<file path="src/rtl/ea_sequencer.sv">
// Effective-address and operand sequencer: runs the operand, index, pointer,
// page-fix, data and read-modify-write bus cycles for every memory addressing mode.
module ea_sequencer #(
  parameter int WIDTH   = 8,
  parameter int ADDR_W  = 16,
  parameter int ZP_WRAP = 1,
  parameter int RMW_EN  = 1
) (
  input  logic              clk,
  input  logic              reset,
  input  logic              start,
  input  logic [3:0]        mode,
  input  logic [1:0]        op,
  input  logic [ADDR_W-1:0] pc,
  input  logic [WIDTH-1:0]  x,
  input  logic [WIDTH-1:0]  y,
  input  logic [WIDTH-1:0]  wdata,
  input  logic [WIDTH-1:0]  di,
  output logic [ADDR_W-1:0] ab,
  output logic [WIDTH-1:0]  dout,
  output logic              we,
  output logic              busy,
  output logic              done,
  output logic              err,
  output logic [ADDR_W-1:0] ea,
  output logic [WIDTH-1:0]  rdata,
  output logic [1:0]        pc_adv,
  output logic [3:0]        dbg_state
);

  // Handshake: start is sampled only while busy is low (including the done
  // cycle); done is a single-cycle pulse and ea/rdata/pc_adv stay valid until
  // the next done.

  typedef enum logic [3:0] {
    S_IDLE, S_OP0, S_OP1, S_IDX, S_PTR0, S_PTR1, S_FIX, S_DATA, S_RMW1, S_RMW2
  } state_t;

  localparam logic [3:0] M_IMM  = 4'd0;
  localparam logic [3:0] M_ZP   = 4'd1;
  localparam logic [3:0] M_ZPX  = 4'd2;
  localparam logic [3:0] M_ZPY  = 4'd3;
  localparam logic [3:0] M_ABS  = 4'd4;
  localparam logic [3:0] M_ABSY = 4'd6;
  localparam logic [3:0] M_INDX = 4'd7;
  localparam logic [3:0] M_INDY = 4'd8;

  localparam logic [1:0] OP_RD  = 2'd0;
  localparam logic [1:0] OP_WR  = 2'd1;
  localparam logic [1:0] OP_RMW = 2'd2;

  localparam logic [WIDTH-1:0] ZERO_B = '0;

  state_t             state, state_n;
  logic [3:0]         mode_r, mode_n;
  logic [1:0]         op_r, op_n;
  logic [WIDTH-1:0]   base_r, base_n;
  logic [WIDTH-1:0]   p_r, p_n;
  logic [WIDTH-1:0]   lo_r, lo_n;
  logic [WIDTH-1:0]   hi_r, hi_n;
  logic               c_r, c_n;
  logic [WIDTH-1:0]   d_r, d_n;

  logic               fin, fin_err;
  logic [ADDR_W-1:0]  fin_ea;
  logic [WIDTH-1:0]   fin_rdata;
  logic [1:0]         fin_adv;

  logic [WIDTH-1:0]   idx;
  logic [WIDTH:0]     sum;
  logic [WIDTH-1:0]   p_inc;
  logic [ADDR_W-1:0]  t_addr;
  logic [1:0]         adv_mode;

  assign idx      = (mode_r == M_ZPY || mode_r == M_ABSY || mode_r == M_INDY) ? y : x;
  assign p_inc    = p_r + {{(WIDTH-1){1'b0}}, 1'b1};
  assign t_addr   = {hi_r, lo_r};
  assign adv_mode = (mode_r >= M_ABS && mode_r <= M_ABSY) ? 2'd2 : 2'd1;
  assign busy      = (state != S_IDLE);
  assign dbg_state = state;

  always_comb begin
    state_n   = state;
    mode_n    = mode_r;
    op_n      = op_r;
    base_n    = base_r;
    p_n       = p_r;
    lo_n      = lo_r;
    hi_n      = hi_r;
    c_n       = c_r;
    d_n       = d_r;
    fin       = 1'b0;
    fin_err   = 1'b0;
    fin_ea    = ea;
    fin_rdata = rdata;
    fin_adv   = pc_adv;
    ab        = pc;
    we        = 1'b0;
    dout      = '0;
    sum       = '0;
    case (state)
      S_IDLE: begin
        if (start) begin
          mode_n = mode;
          if (op == OP_WR)                      op_n = OP_WR;
          else if (op == OP_RMW && RMW_EN != 0) op_n = OP_RMW;
          else                                  op_n = OP_RD;
          if (mode > M_INDY) begin
            fin     = 1'b1;
            fin_err = 1'b1;
            fin_adv = 2'd0;
          end else begin
            state_n = S_OP0;
          end
        end
      end
      S_OP0: begin
        ab = pc;
        case (mode_r)
          M_IMM: begin
            fin = 1'b1;
            if (op_r == OP_WR) begin
              fin_err = 1'b1;
              fin_adv = 2'd0;
            end else begin
              fin_rdata = di;
              fin_ea    = pc;
              fin_adv   = 2'd1;
            end
          end
          M_ZP: begin
            lo_n    = di;
            hi_n    = ZERO_B;
            state_n = S_DATA;
          end
          M_ZPX, M_ZPY, M_INDX: begin
            base_n  = di;
            state_n = S_IDX;
          end
          M_INDY: begin
            p_n     = di;
            state_n = S_PTR0;
          end
          default: begin
            base_n  = di;
            state_n = S_OP1;
          end
        endcase
      end
      S_OP1: begin
        ab   = pc + {{(ADDR_W-1){1'b0}}, 1'b1};
        hi_n = di;
        if (mode_r == M_ABS) begin
          lo_n    = base_r;
          state_n = S_DATA;
        end else begin
          sum     = {1'b0, base_r} + {1'b0, idx};
          lo_n    = sum[WIDTH-1:0];
          c_n     = sum[WIDTH];
          state_n = (sum[WIDTH] || op_r != OP_RD) ? S_FIX : S_DATA;
        end
      end
      S_IDX: begin
        ab  = {ZERO_B, base_r};
        sum = {1'b0, base_r} + {1'b0, idx};
        if (mode_r == M_INDX) begin
          p_n     = sum[WIDTH-1:0];
          state_n = S_PTR0;
        end else begin
          lo_n    = sum[WIDTH-1:0];
          hi_n    = (ZP_WRAP != 0) ? ZERO_B : {{(WIDTH-1){1'b0}}, sum[WIDTH]};
          state_n = S_DATA;
        end
      end
      S_PTR0: begin
        ab      = {ZERO_B, p_r};
        lo_n    = di;
        state_n = S_PTR1;
      end
      S_PTR1: begin
        // Pointer high byte always wraps inside page zero.
        ab   = {ZERO_B, p_inc};
        hi_n = di;
        if (mode_r == M_INDX) begin
          state_n = S_DATA;
        end else begin
          sum     = {1'b0, lo_r} + {1'b0, idx};
          lo_n    = sum[WIDTH-1:0];
          c_n     = sum[WIDTH];
          state_n = (sum[WIDTH] || op_r != OP_RD) ? S_FIX : S_DATA;
        end
      end
      S_FIX: begin
        ab      = t_addr;
        hi_n    = hi_r + {{(WIDTH-1){1'b0}}, c_r};
        state_n = S_DATA;
      end
      S_DATA: begin
        ab = t_addr;
        if (op_r == OP_WR) begin
          we      = 1'b1;
          dout    = wdata;
          fin     = 1'b1;
          fin_ea  = t_addr;
          fin_adv = adv_mode;
        end else begin
          d_n = di;
          if (op_r == OP_RMW) begin
            state_n = S_RMW1;
          end else begin
            fin       = 1'b1;
            fin_rdata = di;
            fin_ea    = t_addr;
            fin_adv   = adv_mode;
          end
        end
      end
      S_RMW1: begin
        ab      = t_addr;
        we      = 1'b1;
        dout    = d_r;
        state_n = S_RMW2;
      end
      S_RMW2: begin
        ab        = t_addr;
        we        = 1'b1;
        dout      = wdata;
        fin       = 1'b1;
        fin_rdata = d_r;
        fin_ea    = t_addr;
        fin_adv   = adv_mode;
      end
      default: state_n = S_IDLE;
    endcase
    if (fin) state_n = S_IDLE;
  end

  always_ff @(posedge clk or posedge reset) begin
    if (reset) begin
      state  <= S_IDLE;
      mode_r <= '0;
      op_r   <= '0;
      base_r <= '0;
      p_r    <= '0;
      lo_r   <= '0;
      hi_r   <= '0;
      c_r    <= 1'b0;
      d_r    <= '0;
      done   <= 1'b0;
      err    <= 1'b0;
      ea     <= '0;
      rdata  <= '0;
      pc_adv <= '0;
    end else begin
      state  <= state_n;
      mode_r <= mode_n;
      op_r   <= op_n;
      base_r <= base_n;
      p_r    <= p_n;
      lo_r   <= lo_n;
      hi_r   <= hi_n;
      c_r    <= c_n;
      d_r    <= d_n;
      done   <= fin;
      err    <= fin_err;
      ea     <= fin_ea;
      rdata  <= fin_rdata;
      pc_adv <= fin_adv;
    end
  end

endmodule

</file>
<file path="config.mk">
export PLATFORM = sky130hd
export DESIGN_NAME = ea_sequencer
export DESIGN_NICKNAME = d
export VERILOG_FILES = /design/src/rtl/ea_sequencer.sv
export SDC_FILE = /design/constraint.sdc
export NUM_CORES = 1
export LEC_CHECK = 0
export BUFFER_PORTS_ARGS = -buffer_cell sky130_fd_sc_hd__buf_2
export CAP_MARGIN = 20
export CORE_MARGIN = 2
export CORE_UTILIZATION = 35
export DETAILED_ROUTE_END_ITERATION = 7
export SLEW_MARGIN = 0
export SYNTH_ARGS = -nofsm -noshare
export SYNTH_HDL_FRONTEND = slang
export SYNTH_SLANG_ARGS = --single-unit
</file>
<file path="constraint.sdc">
create_clock -name clk -period 8.2 [get_ports clk]
set_input_delay 0.82 -clock clk [delete_from_list [all_inputs] [get_ports clk]]
set_output_delay 0.82 -clock clk [all_outputs]
set_load 0.02 [all_outputs]
</file>
=== Word level (Yosys, flattened, before mapping) ===
Index checks and enable logic that the tools add are counted.
Widths: inputs -> output; s select.

* Add/sub/neg operators: 5
* Order comparisons: 3
* Equality and inequality tests: 39
* Muxes and demuxes: 60
* Bitwise logic cells: 2
* Reductions and logical operators: 31

{| class="wikitable"
|+ Operators with widths
! operator !! count
|-
| $mux 8 || 14
|-
| $pmux 16 s5 || 1
|-
| $mux 16 || 4
|-
| $pmux 16 s3 || 1
|-
| $pmux 8 s3 || 2
|-
| $pmux 4 s10 || 1
|-
| $pmux 8 s5 || 1
|-
| $pmux 8 s4 || 1
|-
| $eq 4x3->1 const B || 7
|-
| $ne 2x2->1 const B || 12
|-
| $mux 4 || 5
|-
| $add 8x8->9 || 2
|-
| $mux 2 || 9
|-
| $ne 3x3->1 const B || 6
|-
| $add 16x1->16 const B || 1
|-
| $eq 4x2->1 const B || 4
|-
| $pmux 4 s4 || 1
|-
| $pmux 8 s2 || 1
|-
| $mux 1 || 14
|-
| $eq 4x4->1 const B || 3
|-
| $reduce_bool 4->1 || 3
|-
| $reduce_and 5->1 || 2
|-
| $reduce_and 3->1 || 3
|-
| $add 8x1->8 || 1
|-
| 24 further kinds || 41
|}

* Bits in registers: 79
* Input port bits: 57
* Logic and storage cells: 154

=== Longest topological paths before layout ===
Gate-level depths: netlist of run 1.

* Word-level depth: 10
* Gate-level depth with buffers: 13
* Gate-level depth less buffers: 12

=== Worst setup path before layout of run 1 ===
No wires, ideal clock.

* Path kind: reg-to-reg
* Start: register mode_r[0]
* End: register state[0] (netlist: dbg_state[0])
* Data arrival time: 3501 ps
* Slack: 4621 ps
* Cell stages (with the launch flop): 13
* Buffers on the path: 1
* Period minus slack after synthesis: 3579 ps
* Cell sequence: dfrtp_1 > clkbuf_1 > xor2_1 > a31oi_1 > mux2_2 > ha_1 > fa_1 > a211oi_1 > nor2_1 > o311ai_0 > a21oi_1 > a211o_1 > a21oi_1

* Word-level cells in the longest chain between the ends: 10
* Elaborated cells between the ends (all ways): 33
* Those cells by class: 2 x add/sub; 13 x eq/ne; 11 x mux; 7 x reduce/logical

{| class="wikitable"
|+ RTL lines
! item !! line !! source
|-
| start, declared || 55 || <nowiki>logic [3:0] mode_r, mode_n;</nowiki>
|-
| start signal, assigned || 256 || <nowiki>mode_r <= mode_n;</nowiki>
|-
| $eq 4x2->1 or $eq 4x3->1 (tied branches) || 75, 119 ||
|-
| $logic_or 1x1->1 (2 in series) || 75 || <nowiki>assign idx = (mode_r == M_ZPY || mode_r == M_ABSY || mode_r == M_INDY) ? y : x;</nowiki>
|-
| $mux 8 || 75 ||
|-
| $add 8x8->9, on equally long branches || - ||
|-
| $logic_or 1x1->1, on equally long branches || 190, 160 ||
|-
| $mux 1, on equally long branches || 190, 160 ||
|-
| $mux 1, on equally long branches || 184, 153 ||
|-
| $pmux 4 s10 || 101 || <nowiki>case (state)</nowiki>
|-
| $mux 4 || 235 || <nowiki>if (fin) state_n = S_IDLE;</nowiki>
|-
| end signal, assigned || 255 || <nowiki>state <= state_n;</nowiki>
|-
| end, declared || 54 || <nowiki>state_t state, state_n;</nowiki>
|}

Parallel ways exist; a longest one is shown, timed or not. The select of a mux whose other input is x is not followed.
A chain may end at the register's enable or synchronous reset.

=== Final worst setup path of run 1 ===
* Start: register mode_r[0]
* End: register lo_r[6]

* Word-level cells in the longest chain between the ends: 7
* Elaborated cells between the ends (all ways): 19
* Those cells by class: 2 x add/sub; 9 x eq/ne; 5 x mux; 3 x reduce/logical

{| class="wikitable"
|+ RTL lines
! item !! line !! source
|-
| $eq 4x2->1 or $eq 4x3->1 (tied branches) || 75 ||
|-
| $logic_or 1x1->1 (2 in series) || 75 ||
|-
| $mux 8 || 75 ||
|-
| $add 8x8->9, on equally long branches || 187, 165 ||
|-
| $mux 8, on equally long branches || 184, 153, 166 ||
|-
| $pmux 8 s5 || 101 ||
|-
| end signal, assigned || 260 || <nowiki>lo_r <= lo_n;</nowiki>
|-
| end, declared || 59 || <nowiki>logic [WIDTH-1:0] lo_r, lo_n;</nowiki>
|}

Parallel ways exist; a longest one is shown, timed or not. The select of a mux whose other input is x is not followed.

==> Flow_metrics.wiki, run 1 <==
{| class="wikitable"
! Metric !! Value
|-
| Total of max-cap violations || 0
|-
| Post-route setup TNS || 0 ns
|-
| Via density per instance || 5.78
|-
| Arithmetic-cell share of the synthesized area counting full adders, half adders and majority gates || 5.18%
|-
| Area of the core || 0.0158 mm²
|-
| Wire length after detailed routing || between 15 and 20 mm
|-
| Sw power || 0.00152 W
|-
| Total global-route track usage || 21.7%
|-
| Required time at the worst-slack endpoint || 8.49 ns
|-
| Number of inserted diodes || 0
|-
| Clock latency of the later-clocked register in the worst-skew pair || roughly 0.35 ns
|-
| Number of synthesized flops with an enable pin || 0
|-
| Maximum root-to-sink buffer count || 2
|-
| First-pass GRT wire length || roughly 28 mm
|-
| Number of clock buffers inserted by TritonCTS || 9
|-
| Via count of the first global-routing pass || about 5.3k
|-
| Worst Path Buf+Inv || 0
|-
| Filler Cell Count || about 1.6k
|-
| Part of the power in combinational logic || about 59%
|-
| Switching Share || 49.1%
|-
| Number of buffers added for setup after CTS || 0
|-
| Power density relative to cell area || 461 mW/mm²
|-
| Largest vdd supply drop || 0.165 mV
|-
| Post-route total power || 0.00310 W
|-
| Number of port buffers || 114
|-
| Drt wl/cell || between 15 and 20 µm
|-
| Unrepaired setup endpoints after global routing || no
|-
| Top Family by Delay on Critical Path || compound AO/OA/AOI/OAI gates
|-
| DRC violation count after routing || 0
|-
| Hold Buf Count CTS || 0
|-
| Netlist Area Pre-Place || 0.00561 mm²
|-
| Leakage power || 2.99 nW
|-
| Detailed-routing iteration count for the pre-antenna-repair pass || 5
|-
| Max stage delay cell, worst path || a31oi_1
|-
| Number of synthesized register bits || 79
|-
| Normalized max-slew margin || 31.5%
|-
| P&R area growth vs syn || 20.0%
|-
| Worst hold-check path type || input port to async pin
|-
| Sequential element share of the synthesized area || between 30% and 40%
|-
| Worst clock skew || 0.00661 ns
|-
| Count of antenna-violating nets left after detailed routing || 0
|-
| Final Hold Vio Count || 0
|-
| Ordered list of cells on the worst path || nor3_1 -> and2_1 -> a31oi_1 -> mux2_2 -> ha_1 -> fa_1 -> a211oi_1 -> nor2_1 -> o311ai_0 -> o211ai_1 -> o221ai_1 -> o311a_1
|-
| Pins over their slew limit || 0
|-
| Setup CP Type || flop to flop
|-
| Clock tree from TritonCTS || yes
|-
| Clk Tree Root Cell || clkbuf_16
|-
| Leading cell type in the layout, fill and taps excluded || buf_2
|-
| Element type at the critical path end || flop
|-
| Highest fanout seen on the critical path || 11
|-
| Simple-Gate Fraction of Synth Area || 17.3%
|-
| Final clock period utilization by the worst path || 51.7%
|-
| Clock power share || 13.6%
|-
| Status || complete, no violations
|-
| Overall die height || 131 µm
|-
| Final setup violating endpoints || 0
|-
| Sink Count || 79
|-
| Vias after detailed routing || ~5.5k
|-
| Chip Width || about 130 µm
|-
| Die area || 0.0170 mm²
|-
| Stage delay of the slowest cell on the critical path || 0.72 ns
|-
| Internal power summed over all cells || between 0.0015 and 0.002 W
|-
| Startpoint type of the worst setup path || flop
|-
| Clock-pin slew on the worst setup and hold paths || 0.06 ns
|-
| Number of top-level pins || ~120
|-
| H-tree depth || 3
|-
| GRT overflow || 0
|-
| Dominant synthesized flop cell || dfrtp_1
|-
| Largest family of logic cells by synthesized area || compound AO/OA/AOI/OAI gates
|-
| Register share of total power || roughly 28%
|-
| CTS resizes || 0
|-
| Count of nets after finishing || 811
|-
| Share of flip-flops with an asynchronous set or reset || 100%
|-
| Xor/xnor cell area share of the yosys netlist || around 3.9%
|-
| Synthesized area per cell || between 8 and 9 µm²
|-
| Antenna violations before repair || 0
|-
| Mapped Cells || roughly 630
|-
| Arrival time at the worst endpoint || 4.52 ns
|-
| Most frequent cells in the layout || 114 x buf_2, 79 x dfrtp_1, 64 x nand2_1
|-
| Standard-cell rows || 46
|-
| Slew of the pin with the lowest slew margin || 1.02 ns
|-
| Detailed-placement wirelength estimate || 13.6 mm
|-
| Largest net degree at the start of global routing || 80
|-
| Shortest period the worst path allows || 4.24 ns
|-
| Fin Hold WS || 0.433 ns
|-
| Synthesized-area fraction occupied by ao, oa, aoi and oai cells || 24.4%
|-
| First DRT Iteration DRCs || 382
|-
| Fraction of layout instances using a drive strength above 1 || between 20 and 30%
|-
| Starting Density || 35.6%
|-
| Global placer's final weighted congestion || 0.887
|-
| Count of different cell masters after synthesis || 64
|-
| Yosys warns || 0
|-
| Number of nets in the synthesized netlist || about 710
|-
| Maximum clock frequency || 236 MHz
|-
| Multiplexer share of the synthesized area || 10.9%
|}
==> logic make-up after synthesis <==
logic type / count (synthesis)
AND/OR/NAND/NOR: 204
AO/OA/AOI/OAI: 201
flip-flops: 79
multiplexers: 57
buffers and inverters: 40
XOR/XNOR: 25
adder cells (fa/ha/maj): 22
==> synth_stat cells, types with 4 or more instances <==
cell type	count	area share [%]
ha_1	20	4.5
o21a_1	5	0.67
a21oi_1	49	4.4
o211ai_1	8	1.1
and3_1	8	0.89
a221o_1	7	1.2
a222oi_1	8	1.4
a22o_1	9	1.4
nand2_1	64	4.3
a21o_1	8	1.1
a211oi_1	10	1.3
a22oi_1	9	1.2
a21boi_0	4	0.54
mux2_2	32	6.4
xnor2_1	10	1.6
o21ai_0	42	3.7
nor3_1	12	1.1
nand2b_1	9	1.0
buf_1	4	0.27
nor2_1	58	3.9
a31oi_1	7	0.78
xor2_1	15	2.3
dfrtp_1	79	35
mux2i_1	25	4.5
clkbuf_1	15	1.0
buf_2	9	0.80
inv_1	11	0.74
nor4_1	5	0.56
nand3_1	21	1.9
o311ai_0	4	0.62
==> path summary, 6_finish.rpt <==
| path | cells after the start | slack, ns | endpoint | from |
|---|---|---|---|---|
| setup / recovery | 12 | 3.96 | lo_r[6]$_DFFE_PP0P_ | mode_r[0]$_DFFE_PP0P_ |
| hold reg to reg | 1 | 0.49 | pc_adv[0]$_DFFE_PP0P_ | pc_adv[0]$_DFFE_PP0P_ |
| setup reg to reg | 12 | 3.96 | lo_r[6]$_DFFE_PP0P_ | mode_r[0]$_DFFE_PP0P_ |
| max in group asynchronous | 4 | 7.19 | rdata[2]$_DFFE_PP0P_ | reset |
| hold / removal | 3 | 0.43 | ea[11]$_DFFE_PP0P_ | reset |
| min in group clk | 1 | 0.49 | pc_adv[0]$_DFFE_PP0P_ | pc_adv[0]$_DFFE_PP0P_ |
==> registers in the layout, summed over array words and instances (netlist names) <==
signal and cells:
base_r 8, c_r 1, d_r 8, dbg_state 4, done 1, ea 16
err 1, hi_r 8, lo_r 8, mode_r 4, op_r 2, p_r 8
pc_adv 2, rdata 8
==> per-stage QoR <==
stage / instance area [µm²] / util (%) / std cells / worst slack [ns]
after floorplan: 5610 / - / 628 / 4.62
after global placement: 6360 / 40.3 / 933 / 4.13
after detailed placement: 6380 / 40.4 / 934 / 4.03
after CTS: 6690 / 42.4 / 950 / 4.02
after global routing: 6730 / 42.7 / 953 / 3.66
final: 6730 / 42.7 / 953 / 3.96
==> layout make-up <==
cell class | count | area, µm² | area share [%]
flip-flops and latches | 79 | 1980 | 29.4
clock inverters | 3 | 40.0 | 0.595
repair buffers | 122 | 658 | 9.78
well taps | 216 | 270 | 4.02
multi-input cells | 509 | 3470 | 51.6
inverters | 11 | 42.5 | 0.632
clock buffers | 13 | 270 | 4.02
==> power by group through the flow <==
stage	registers [W]	logic [W]	clock network (W)
floorplan	0.000793	0.00132	0
global placement	0.000845	0.00175	0
detailed placement	0.000856	0.00180	0
CTS	0.000850	0.00180	0.000430
global route	0.000893	0.00200	0.000446
finish	0.000861	0.00182	0.000420
==> metal layers <==
layer | GRT usage, % | vias to the layer above | part of all wire (%)
li1 | - | 2565 | -
met1 | 28.9 | 2683 | 45
met2 | 35.6 | 243 | 46
met3 | 4.97 | 18 | 8.1
met4 | 5.82 | 0 | 1.2
met5 | 0 | - | 0
==> tightest hold or removal path, cell delays in order <==
cell	delay, ns
buf_2	0.10
clkinv_2	0.03
buf_4	0.18
(Power assumes the default switching activity.)
==> run 2, diff against run 1 <==
==> constraint.sdc (replaced) <==
create_clock -name clk -period 4.1 [get_ports clk]
set_input_delay 0.41 -clock clk [delete_from_list [all_inputs] [get_ports clk]]
set_output_delay 0.41 -clock clk [all_outputs]
set_load 0.02 [all_outputs]
==> Flow_metrics.wiki, run 2 (synthesis results as in run 1) <==
{| class="wikitable"
! Metric !! Value
|-
| Most frequent cell on the critical path || a21oi_1
|-
| Leading cell type in the layout, fill and taps excluded || buf_2
|-
| Wire length after detailed routing || 18.2 mm
|-
| Worst clock skew || 0.0101 ns
|-
| Number of clock buffers inserted by TritonCTS || 9
|-
| Shortest period the worst path allows || 3.64 ns
|-
| Clock-pin slew on the worst setup and hold paths || 0.07 ns
|-
| Pins over their slew limit || 0
|-
| Power density relative to cell area || 928 mW/mm²
|-
| Detailed-placement wirelength estimate || 13.7 mm
|-
| Required time at the worst-slack endpoint || about 4.4 ns
|-
| Slew of the pin with the lowest slew margin || 1.05 ns
|-
| Vias after detailed routing || 5475
|-
| GRT overflow || 0
|-
| Final setup violating endpoints || 0
|-
| Number of port buffers || ~110
|-
| Share of the core filled with cells || 42.9%
|-
| Chip Width || 131 µm
|-
| First DRT Iteration DRCs || between 300 and 400
|-
| Unrepaired setup endpoints after global routing || no
|-
| Fraction of layout instances using a drive strength above 1 || 25.7%
|-
| Area of the core || ~0.016 mm²
|-
| Element type at the critical path end || flop
|-
| Clock tree from TritonCTS || yes
|-
| Dpl cell area || 0.00643 mm²
|-
| Top Family by Delay on Critical Path || compound AO/OA/AOI/OAI gates
|-
| Count of antenna-violating nets left after detailed routing || 0
|-
| Maximum root-to-sink buffer count || 2
|-
| Die area || 0.0170 mm²
|-
| Largest vdd supply drop || 0.315 mV
|-
| Status || complete, no violations
|-
| Ordered list of cells on the worst path || nor3_1 -> and2_1 -> a31oi_1 -> buf_4 -> mux2_2 -> ha_1 -> fa_1 -> a211oi_1 -> nor2_1 -> o311ai_1 -> a21oi_1 -> a211o_1 -> a21oi_1
|-
| Number of inserted diodes || 0
|-
| Leakage power || 3.01 nW
|-
| Final clock period utilization by the worst path || about nine tenths
|-
| Standard-cell rows || 46
|-
| Reg with most FFs || ea
|-
| DRC violation count after routing || 0
|-
| Total global-route track usage || approximately 21%
|-
| Worst hold-check path type || input port to async pin
|-
| Drt wl/cell || 19.0 µm
|-
| First-pass GRT wire length || 28.1 mm
|-
| Via density per instance || 5.71
|-
| Starting Density || between 30% and 40%
|-
| Final Hold Vio Count || 0
|-
| Clk Tree Root Cell || clkbuf_16
|-
| Sink Count || 79
|-
| Summed area of non-filler cells in the final layout || 0.00676 mm²
|-
| Number of top-level pins || 115
|-
| Count of nets after finishing || roughly 800
|-
| Overall die height || 131 µm
|-
| Post-route setup TNS || 0 ns
|-
| Via count of the first global-routing pass || 5166
|-
| Setup CP Type || flop to flop
|-
| Antenna violations before repair || 0
|-
| Largest net degree at the start of global routing || approximately 50
|-
| Detailed-routing iteration count for the pre-antenna-repair pass || 5
|-
| Number of flip-flops under the largest register name || 16
|-
| Stage delay of the slowest cell on the critical path || 0.54 ns
|-
| Arrival time at the worst endpoint || roughly 4 ns
|-
| Normalized max-slew margin || 29.6%
|-
| Maximum clock frequency || 275 MHz
|-
| P&R area growth vs syn || 20.6%
|-
| Startpoint type of the worst setup path || flop
|-
| H-tree depth || 3
|-
| Most frequent cells in the layout || 114 x buf_2, 79 x dfrtp_1, 64 x nand2_1
|-
| Global placer's final weighted congestion || 0.911
|-
| Hold Buf Count CTS || 0
|-
| Highest fanout seen on the critical path || 11
|-
| Worst Path Buf+Inv || 1
|-
| Total of max-cap violations || 0
|-
| Max stage delay cell, worst path || dfrtp_1
|-
| Clock latency of the later-clocked register in the worst-skew pair || 0.35 ns
|}
-- run 2: cell types whose count changed in the layout (fill, tap and decap cells not counted), sizes merged --
| cell | before | now |
|---|---|---|
| clkinv | 3 | 2 |
| inv | 10 | 11 |
| bufinv | 1 | 2 |
| clkinvlp | 0 | 2 |
| buf | 121 | 128 |
| clkbuf | 14 | 10 |
-- run 2: layer usage --
layer  share of wire [%]  global-route usage [%]
met5                   0                       0
met2                  45                    33.9
met4                 1.7                    6.20
met1                  46                    29.8
met3                 7.8                    4.52
-- run 2: report_power, final --
group	internal (W)	switching, W
clock network	0.000553	0.000349
registers	0.00115	0.000540
logic	0.00151	0.00217
-- run 2: what timing repair did --
item	CTS	global route
setup buffers	0	0
resized for setup	0	1
endpoints found under the hold margin	0	0
setup endpoints to repair	0	1
-- run 2: stage by stage --
stage	worst slack (ns)	instances	power [W]	hold WS, ns
global placement	0.422	943	0.00525	0.482
CTS	0.312	959	0.00626	0.260
detailed placement	0.346	943	0.00533	0.487
global route	0.175	959	0.00676	0.294
finish	0.460	959	0.00628	0.215
floorplan	0.521	628	0.00422	0.478
-- run 2: worst register-to-register path, cell delays in order (launching register included) --
cell and delay [ns]:
dfrtp_1 0.54, nor3_1 0.14, and2_1 0.18, a31oi_1 0.15, buf_4 0.20, mux2_2 0.37
ha_1 0.22, fa_1 0.43, a211oi_1 0.26, nor2_1 0.10, o311ai_1 0.38, a21oi_1 0.13
a211o_1 0.31, a21oi_1 0.15
-- run 2: worst paths after layout --
| kind | startpoint | endpoint | slack, ns | cells past startpoint |
|---|---|---|---|---|
| worst max-delay path | mode_r[0]$_DFFE_PP0P_ | dbg_state[0]$_DFFE_PP0P_ | 0.46 | 13 |
| min in group clk | op[0] | op_r[0]$_DFFE_PP0P_ | 0.32 | 3 |
| worst min register to register | pc_adv[0]$_DFFE_PP0P_ | pc_adv[0]$_DFFE_PP0P_ | 0.50 | 1 |
| worst max register to register | mode_r[0]$_DFFE_PP0P_ | dbg_state[0]$_DFFE_PP0P_ | 0.46 | 13 |
| worst min-delay path | reset | ea[12]$_DFFE_PP0P_ | 0.22 | 2 |
| max in group asynchronous | reset | d_r[0]$_DFFE_PP0P_ | 2.97 | 3 |
-- run 2: cell type report --
class                           count  area (µm²)
Fill cell                        1643        9010
Clock inverter                      6        92.6
Sequential cell                    79        1980
Inverter                           11        42.5
Clock buffer                       10         239
Multi-Input combinational cell    509        3470
Tap cell                          216         270
Timing Repair Buffer              128         676
==> run 3, diff against run 2 <==
--- a/config.mk
+++ b/config.mk
@@ -7,10 +7,11 @@
 export LEC_CHECK = 0
 export BUFFER_PORTS_ARGS = -buffer_cell sky130_fd_sc_hd__buf_2
 export CAP_MARGIN = 20
+export CORE_ASPECT_RATIO = 0.8
 export CORE_MARGIN = 2
 export CORE_UTILIZATION = 35
 export DETAILED_ROUTE_END_ITERATION = 7
-export SLEW_MARGIN = 0
+export SLEW_MARGIN = 20
 export SYNTH_ARGS = -nofsm -noshare
 export SYNTH_HDL_FRONTEND = slang
 export SYNTH_SLANG_ARGS = --single-unit
==> Flow_metrics.wiki, run 3 (synthesis results as in run 1) <==
{| class="wikitable"
! Metric !! Value
|-
| Status || complete, no violations
|-
| Leading cell type in the layout, fill and taps excluded || buf_2
|-
| Number of top-level pins || 115
|-
| Area of the core || 0.0157 mm²
|-
| Detailed-placement wirelength estimate || 13.9 mm
|-
| First-pass GRT wire length || 28.8 mm
|-
| Arrival time at the worst endpoint || 4.02 ns
|-
| Die area || between 0.015 and 0.02 mm²
|-
| Chip Width || 146 µm
|-
| Register share of total power || 26.4%
|-
| Shortest period the worst path allows || 3.74 ns
|-
| Required time at the worst-slack endpoint || 4.38 ns
|-
| Worst Path Buf+Inv || 1
|-
| Footprint of the multi-input gates || 0.00347 mm²
|-
| Most frequent cells in the layout || 114 x buf_2, 79 x dfrtp_1, 64 x nand2_1
|-
| Worst hold-check path type || input port to async pin
|-
| Largest net degree at the start of global routing || 41
|-
| Final Hold Vio Count || 0
|-
| Clock tree from TritonCTS || yes
|-
| Area used by sequential logic in the layout || 0.00198 mm²
|-
| Count of nets after finishing || 819
|-
| Clock latency of the later-clocked register in the worst-skew pair || 0.35 ns
|-
| Leakage power || 3.03 nW
|-
| Fraction of layout instances using a drive strength above 1 || 26.0%
|-
| Part of the power in combinational logic || 58.6%
|-
| Ordered list of cells on the worst path || nor3_1 -> and2_1 -> a31oi_1 -> buf_4 -> mux2_2 -> ha_1 -> fa_1 -> a211oi_1 -> nor2_1 -> o311ai_1 -> o211ai_1 -> o221ai_1 -> o311a_1
|-
| Clock power share || between 10% and 20%
|-
| Overall die height || between 100 and 150 µm
|-
| Final setup violating endpoints || 0
|-
| P&R area growth vs syn || 21.2%
|-
| Setup CP Type || flop to flop
|-
| Antenna violations before repair || 0
|-
| Unrepaired setup endpoints after global routing || no
|-
| Wire length after detailed routing || 18.3 mm
|-
| Total global-route track usage || a little over a fifth
|-
| Number of flip-flops under the largest register name || 16
|-
| Largest vdd supply drop || 0.384 mV
|-
| Reg with most FFs || ea
|-
| Critical path origin || mode_r[1]$_DFFE_PP0P_
|-
| Sw power || 0.00312 W
|-
| Element type at the critical path end || flop
|-
| Detailed-routing iteration count for the pre-antenna-repair pass || 5
|-
| Pins over their slew limit || 0
|-
| Drt wl/cell || roughly 19 µm
|-
| Normalized max-slew margin || 39.9%
|-
| Vias after detailed routing || 5560
|-
| Top Family by Delay on Critical Path || compound AO/OA/AOI/OAI gates
|-
| GRT overflow || 0
|-
| Sink Count || between 70 and 80
|-
| Maximum root-to-sink buffer count || 2
|-
| First DRT Iteration DRCs || 547
|-
| Number of port buffers || 114
|-
| Source of the worst register-to-register timing path || mode_r[1]$_DFFE_PP0P_
|-
| Clk Tree Root Cell || clkbuf_16
|-
| Filler Cell Count || 1573
|-
| Post-route setup TNS || 0 ns
|-
| Global placer's final weighted congestion || slightly below 1
|-
| Max stage delay cell, worst path || dfrtp_1
|-
| Starting Density || 35.7%
|-
| Total of max-cap violations || 0
|-
| Switching Share || between 40% and 50%
|-
| Via count of the first global-routing pass || 5225
|-
| H-tree depth || 3
|-
| Number of inserted diodes || 0
|-
| Worst clock skew || slightly above 0.007 ns
|-
| Startpoint type of the worst setup path || flop
|-
| Standard-cell rows || 41
|-
| Stage delay of the slowest cell on the critical path || 0.54 ns
|-
| Maximum clock frequency || 267 MHz
|-
| Power density relative to cell area || 939 mW/mm²
|-
| Slew of the pin with the lowest slew margin || 0.900 ns
|-
| Internal power summed over all cells || 0.00327 W
|-
| Highest fanout seen on the critical path || 12
|-
| Final clock period utilization by the worst path || 91.2%
|-
| Count of antenna-violating nets left after detailed routing || 0
|-
| DRC violation count after routing || 0
|-
| Number of clock buffers inserted by TritonCTS || 9
|-
| Share of the core filled with cells || 43.3%
|-
| Via density per instance || about 5.8
|-
| Clock-pin slew on the worst setup and hold paths || 0.07 ns
|}
## run 3: power by group through the flow
stage	combinational [W]	clock [W]	sequential, W
2_1_floorplan	0.00263	0	0.00159
3_3_place_gp	0.00363	0	0.00166
3_5_place_dp	0.00369	0	0.00168
4_1_cts	0.00371	0.000962	0.00167
5_1_grt	0.00411	0.000995	0.00174
6_report	0.00374	0.000954	0.00169
## run 3: final cells by class
type	instances	share of cell area (%)
Inverter	11	0.608
Clock buffer	9	3.31
Timing Repair Buffer	130	10.2
Clock inverter	7	1.77
Tap cell	215	3.96
Sequential cell	79	29.1
Multi-Input combinational cell	509	51.1
## run 3: worst paths after layout
kind	to	slack, ns	cells past startpoint
hold / removal	ea[11]$_DFFE_PP0P_	0.26	2
min in group clk	op_r[1]$_DFFE_PP0P_	0.32	3
setup / recovery	lo_r[6]$_DFFE_PP0P_	0.36	13
setup reg to reg	lo_r[6]$_DFFE_PP0P_	0.36	13
hold reg to reg	pc_adv[0]$_DFFE_PP0P_	0.49	1
max in group asynchronous	rdata[0]$_DFFE_PP0P_	2.68	4
## run 3: worst reg2reg max path: stages (launching register included)
cell,delay (ns)
dfrtp_1,0.54
nor3_1,0.13
and2_1,0.19
a31oi_1,0.15
buf_4,0.20
mux2_2,0.37
ha_1,0.23
fa_1,0.44
a211oi_1,0.27
nor2_1,0.10
o311ai_1,0.44
o211ai_1,0.20
o221ai_1,0.22
o311a_1,0.21
## run 3: timing repair
action,4_1_cts,5_1_grt
setup endpoints to repair,0,2
hold buffers,0,0
gates resized for setup,0,1
buffers inserted,0,0
## run 3: metal layers
layer | routed length (µm) | vias to the layer above | share of wire [%] | track usage, %
met1 | 8640 | 2663 | 47 | 31.1
met4 | 413 | 0 | 2.3 | 7.39
met5 | 0 | - | 0 | 0
met2 | 7640 | 279 | 42 | 32.6
met3 | 1640 | 33 | 9.0 | 4.92
li1 | - | 2585 | - | -
## run 3: stage by stage
step	setup slack, ns	power (W)	area (µm²)	instances	hold slack [ns]
after global routing	0.121	0.00685	6800	960	0.336
after global placement	0.453	0.00529	6440	944	0.482
after CTS	0.238	0.00634	6790	960	0.290
after floorplan	0.521	0.00422	5610	628	0.478
after detailed placement	0.249	0.00537	6440	944	0.492
final	0.361	0.00638	6800	960	0.256
